==> src/rtl/aer_transmitter.sv <==
// Sending end of an inter-chip AER link: pops spike events from the on-chip FIFO
// and transmits each one over a 4-phase req/ack handshake with setup time and timeout.
module aer_transmitter #(
  parameter int VECTOR_WIDTH   = 5,
  parameter int SETUP_CYCLES   = 2,
  parameter int TIMEOUT_CYCLES = 64,
  parameter int COUNT_WIDTH    = 16
) (
  input  logic                    clk,
  input  logic                    reset,
  input  logic                    fifo_empty,
  input  logic [VECTOR_WIDTH-1:0] fifo_data,
  output logic                    fifo_read_en,
  output logic [VECTOR_WIDTH-1:0] aer_addr,
  output logic                    aer_req,
  input  logic                    aer_ack,
  output logic                    busy,
  output logic                    timeout_err,
  output logic [COUNT_WIDTH-1:0]  event_count
);

  localparam int TO_W = (TIMEOUT_CYCLES > 1) ? $clog2(TIMEOUT_CYCLES + 1) : 1;
  localparam bit TO_EN = (TIMEOUT_CYCLES > 0);
  localparam logic [7:0] SETUP_LAST = 8'(SETUP_CYCLES - 1);
  localparam logic [TO_W-1:0] TO_LAST = TO_W'((TIMEOUT_CYCLES > 0) ? TIMEOUT_CYCLES - 1 : 0);

  typedef enum logic [2:0] {
    IDLE    = 3'd0,
    FETCH   = 3'd1,
    SETUP   = 3'd2,
    REQ     = 3'd3,
    RELEASE = 3'd4
  } state_t;

  state_t state, state_nxt;

  logic            ack_s1, ack_s;
  logic [7:0]      setup_cnt;
  logic [TO_W-1:0] to_cnt;

  logic load_addr, setup_inc, req_set, req_clr, to_clr, to_inc, to_fire, count_inc;

  assign fifo_read_en = (state == FETCH);
  assign busy         = (state != IDLE);

  always_ff @(posedge clk or posedge reset) begin
    if (reset) begin
      state       <= IDLE;
      ack_s1      <= 1'b0;
      ack_s       <= 1'b0;
      aer_addr    <= '0;
      aer_req     <= 1'b0;
      setup_cnt   <= '0;
      to_cnt      <= '0;
      timeout_err <= 1'b0;
      event_count <= '0;
    end else begin
      state  <= state_nxt;
      ack_s1 <= aer_ack;
      ack_s  <= ack_s1;

      // Address is captured only on FETCH, so it holds through the whole handshake
      if (load_addr) begin
        aer_addr  <= fifo_data;
        setup_cnt <= '0;
      end else if (setup_inc) begin
        setup_cnt <= setup_cnt + 8'd1;
      end

      if (req_set) aer_req <= 1'b1;
      else if (req_clr) aer_req <= 1'b0;

      if (to_clr) to_cnt <= '0;
      else if (to_inc) to_cnt <= to_cnt + TO_W'(1);

      if (to_fire) timeout_err <= 1'b1;
      if (count_inc) event_count <= event_count + COUNT_WIDTH'(1);
    end
  end

  always_comb begin
    state_nxt = state;
    load_addr = 1'b0;
    setup_inc = 1'b0;
    req_set   = 1'b0;
    req_clr   = 1'b0;
    to_clr    = 1'b0;
    to_inc    = 1'b0;
    to_fire   = 1'b0;
    count_inc = 1'b0;
    case (state)
      IDLE: begin
        if (!fifo_empty) state_nxt = FETCH;
      end
      FETCH: begin
        load_addr = 1'b1;
        state_nxt = SETUP;
      end
      SETUP: begin
        if (setup_cnt == SETUP_LAST) begin
          req_set   = 1'b1;
          to_clr    = 1'b1;
          state_nxt = REQ;
        end else begin
          setup_inc = 1'b1;
        end
      end
      REQ: begin
        if (ack_s) begin
          req_clr   = 1'b1;
          to_clr    = 1'b1;
          state_nxt = RELEASE;
        end else if (TO_EN && (to_cnt == TO_LAST)) begin
          req_clr   = 1'b1;
          to_fire   = 1'b1;
          state_nxt = IDLE;
        end else begin
          to_inc = 1'b1;
        end
      end
      RELEASE: begin
        if (!ack_s) begin
          count_inc = 1'b1;
          state_nxt = IDLE;
        end else if (TO_EN && (to_cnt == TO_LAST)) begin
          to_fire   = 1'b1;
          state_nxt = IDLE;
        end else begin
          to_inc = 1'b1;
        end
      end
      default: state_nxt = IDLE;
    endcase
  end

endmodule

==> config.mk <==
export PLATFORM = sky130hd
export DESIGN_NAME = aer_transmitter
export DESIGN_NICKNAME = d
export VERILOG_FILES = /design/src/rtl/aer_transmitter.sv
export SDC_FILE = /design/constraint.sdc
export NUM_CORES = 1
export LEC_CHECK = 0
export ABC_AREA = 1
export CORE_MARGIN = 3
export CORE_UTILIZATION = 48
export DETAILED_ROUTE_END_ITERATION = 16
export PLACE_DENSITY = 0.78
export SLEW_MARGIN = 15
export SYNTH_ARGS = -nofsm -noshare
export SYNTH_HDL_FRONTEND = slang
export SYNTH_SLANG_ARGS = --single-unit
==> constraint.sdc <==
create_clock -name clk -period 2.5 [get_ports clk]
set_clock_uncertainty 0.2 [all_clocks]
set_input_delay 0.5 -clock clk [delete_from_list [all_inputs] [get_ports clk]]
set_output_delay 0.5 -clock clk [all_outputs]
set_load 0.01 [all_outputs]
==> impl_metrics.ini, run 1 <==
[critical_path]
required_ps = 1800
worst_setup_path_end_kind = output port
critPathLaunch = state[2]$_DFFE_PP0P_
critPathMaxFanout = 7
path_cells = inv_2 -> nand3_2 -> inv_2 -> clkdlybuf4s50_1
path_common_cell = inv_2
r2r-start = event_count[0]$_DFFE_PP0P_
crit_type = reg -> out
cp-start-kind = register
crit_path_max_incr_delay_ps = 560
worst_path_max_delay_cell = clkdlybuf4s50_1
cp.arrival_ps = 1660

[global_routing]
overflow = 0
grt_max_degree = 28
grt_pass1_vias = 1889
grt_pass1_wl_um = 8350
antenna_found_initial = 0
grt_use_total = 0.187

[logic_synthesis]
synthMuxAreaShare = 0
yosysTopAreaCell = dfrtp_1
synth_top_area_frac = 0.463
synth.cell_area_um2 = 2320
synth_ff_type = dfrtp_1
synth_seq_cells = 43
syn_avg_cell_area_um2 = 7.72
synth.most_common_cell = nand2_1
async_flop_share = 1.00
synth_compound_area_frac = 0.0442
synth-adder-area-share = 0.0215
synthTopCellsByCount = nand2_1, dfrtp_1, inv_1
syn-num-nets = 314
synth.distinct_cells = 27
synth-simple-area-share = 0.356
ys_warn_count = 0
synthXorXnorAreaFrac = 0.0452
ys_seq_area_frac = 0.463
synth_top_family_by_area = simple AND/OR/NAND/NOR gates
netlist_instances = 301
synthTopCellsByArea = dfrtp_1, nand2_1, nand3_1, inv_1, nor2_1
synth_edf_count = 0

[timing]
finalCritPeriodShare = 0.944
max_freq_mhz = 424
rsz0062_at_grt = no
finalHoldViolCount = 0
setup_tns_ps = 0
worst_slack_ps = 140
hold_ws_ps = 157
fin_crit_ps = 2360
max_slew_margin = 0.583
tightestPinTransition_ps = 622
finalMaxSlewViolations = 0
final-setup-viol-count = 0

[routing]
drtIter0Drc = 69
met2WireLength_um = 2130
route.antenna.remaining_nets = 0
routedWlPerCell_um = 11.9
dr.pass1.iters = 4
drc_errors = 0
drt_wl_total_um = 4670
vias_per_cell = 5.08
top_layer = met4
via_count = 1996
dr_wl_met3_um = 201
drt-met1-wl_um = 2310

[layout]
fillers = 397
drive_gt1_frac = 0.0880
final_cells = 393
layout.nets = 354
synthToLayoutAreaGrowth_pct = 21.3
antenna_cells = 0

[power_and_ir_drop]
leakage_nw = 1.40
irDropWorstVdd_mv = 0.417
power_density_nw_per_um2 = 784

[clock_network]
htree_num_levels = 2
clkSlewWorstSetupHoldPaths_ps = 80
numCtsBuffers = 5
post_cts_buffers = 0
clock-root-buffer = clkbuf_8
insertion_delay_ps = 290
cts_resized = 0
cts_hold_buf = 0
clock-sinks = 43
tritoncts = done
ctsLongestPathBuffers = 2

[die]
die_w_um = 75.6
num_io_pins = 34
die_area_um2 = 5710
core_um2 = 4500
die_h_um = 75.6
row_count = 24
start_util = 0.516

[run_status]
status = finished clean

[placed_design]
placed_cells = 386
dp_worst_setup_slack_ps = 444
dp_hpwl_um = 3490
numPortBuffers = 33
gp_congestion = 0.845

[flow_run]
cap_viol_max_count = 0

[min_path]
hold_class = reg -> reg
min_from = ack_s1$_DFF_PP0_
## path summary, 6_finish.rpt
| kind | endpoint | slack, ps | cells past startpoint |
|---|---|---|---|
| min reg2reg | ack_s$_DFF_PP0_ | 160 | 0 |
| max in group asynchronous | setup_cnt[0]$_DFFE_PP0P_ | 1290 | 3 |
| max reg2reg | event_count[12]$_DFFE_PP0P_ | 730 | 8 |
| max | fifo_read_en | 140 | 4 |
| min in group asynchronous | setup_cnt[6]$_DFFE_PP0P_ | 320 | 2 |
| min | ack_s$_DFF_PP0_ | 160 | 0 |
## stage by stage
step	power, W	util	instance area (um2)
after global placement	0.00176	0.606	2730
final	0.00221	0.626	2820
after floorplan	0.00148	-	2320
after CTS	0.00224	0.626	2820
after global routing	0.00239	0.626	2820
after detailed placement	0.00179	0.606	2730
## sequential cells by signal (all words and copies together), names as in the netlist
| register | cells |
|---|---|
| aer_req | 1 |
| ack_s1 | 1 |
| to_cnt | 7 |
| ack_s | 1 |
| setup_cnt | 8 |
| event_count | 16 |
| aer_addr | 5 |
| timeout_err | 1 |
| state | 3 |
## cell type report
class / instances / area [um2] / share of cell area
well taps: 52 / 65.1 / 0.0231
multi-input cells: 217 / 1080 / 0.385
clock buffers: 6 / 82.6 / 0.0293
clock inverters: 1 / 5.00 / 0.00178
flip-flops and latches: 43 / 1080 / 0.382
inverters: 39 / 146 / 0.0520
repair buffers: 35 / 358 / 0.127
## power breakdown
part           internal, W  switching [W]
logic             0.000343       0.000480
registers         0.000822       0.000126
clock network     0.000217       0.000221
total              0.00138       0.000827
## cell usage in the layout, fill, tap and decap left out, drive strengths merged
master / Yosys / final
nand2: 106 / 106
dfrtp: 43 / 43
inv: 39 / 38
clkdlybuf4s50: 0 / 33
nand3: 33 / 33
nor2: 32 / 32
o21ai: 13 / 13
nand4: 9 / 9
xnor2: 7 / 7
clkbuf: 0 / 6
xor2: 5 / 5
ha: 4 / 4
nor3: 2 / 2
clkinv: 0 / 2
buf: 2 / 2
a21boi: 1 / 1
nand3b: 1 / 1
o22ai: 1 / 1
o21bai: 1 / 1
a21o: 1 / 1
a21oi: 1 / 1
## worst max-delay path: cells and delay by family (launching register included)
| kind | cells | cell delay [ps] |
|---|---|---|
| buffers and inverters | 3 | 830 |
| DFF | 1 | 450 |
| and+or+nand+nor | 1 | 90 |
## cells by family (layout without fill, tap and decap cells)
group	count (synthesis)	in the layout
AOI/OAI and AO/OA	18	18
xor gates and xnor gates	12	12
adders and majority gates	4	4
buffers and inverters	41	81
DFF	43	43
and+or+nand+nor	183	183
## layer usage
metal / GRT usage / vias to the layer above
li1: - / 1033
met2: 0.283 / 48
met5: 0 / -
met1: 0.276 / 910
met4: 0.0408 / 0
met3: 0.0435 / 5
Power figures use the tool's default switching activity.
==> run 2, diff against run 1 <==
--- a/config.mk
+++ b/config.mk
@@ -14,3 +14,4 @@
 export SYNTH_ARGS = -nofsm -noshare
 export SYNTH_HDL_FRONTEND = slang
 export SYNTH_SLANG_ARGS = --single-unit
+export TNS_END_PERCENT = 100
==> results of run 2 <==
Same layout as run 1: the final DEF is identical, and so are final timing and power.
==> run 3, diff against run 2 <==
--- a/config.mk
+++ b/config.mk
@@ -6,6 +6,7 @@
 export NUM_CORES = 1
 export LEC_CHECK = 0
 export ABC_AREA = 1
+export ABC_CLOCK_PERIOD_IN_PS = 2500
 export CORE_MARGIN = 3
 export CORE_UTILIZATION = 48
 export DETAILED_ROUTE_END_ITERATION = 16
==> results of run 3 <==
Same layout as run 1: the final DEF is identical, and so are final timing and power.
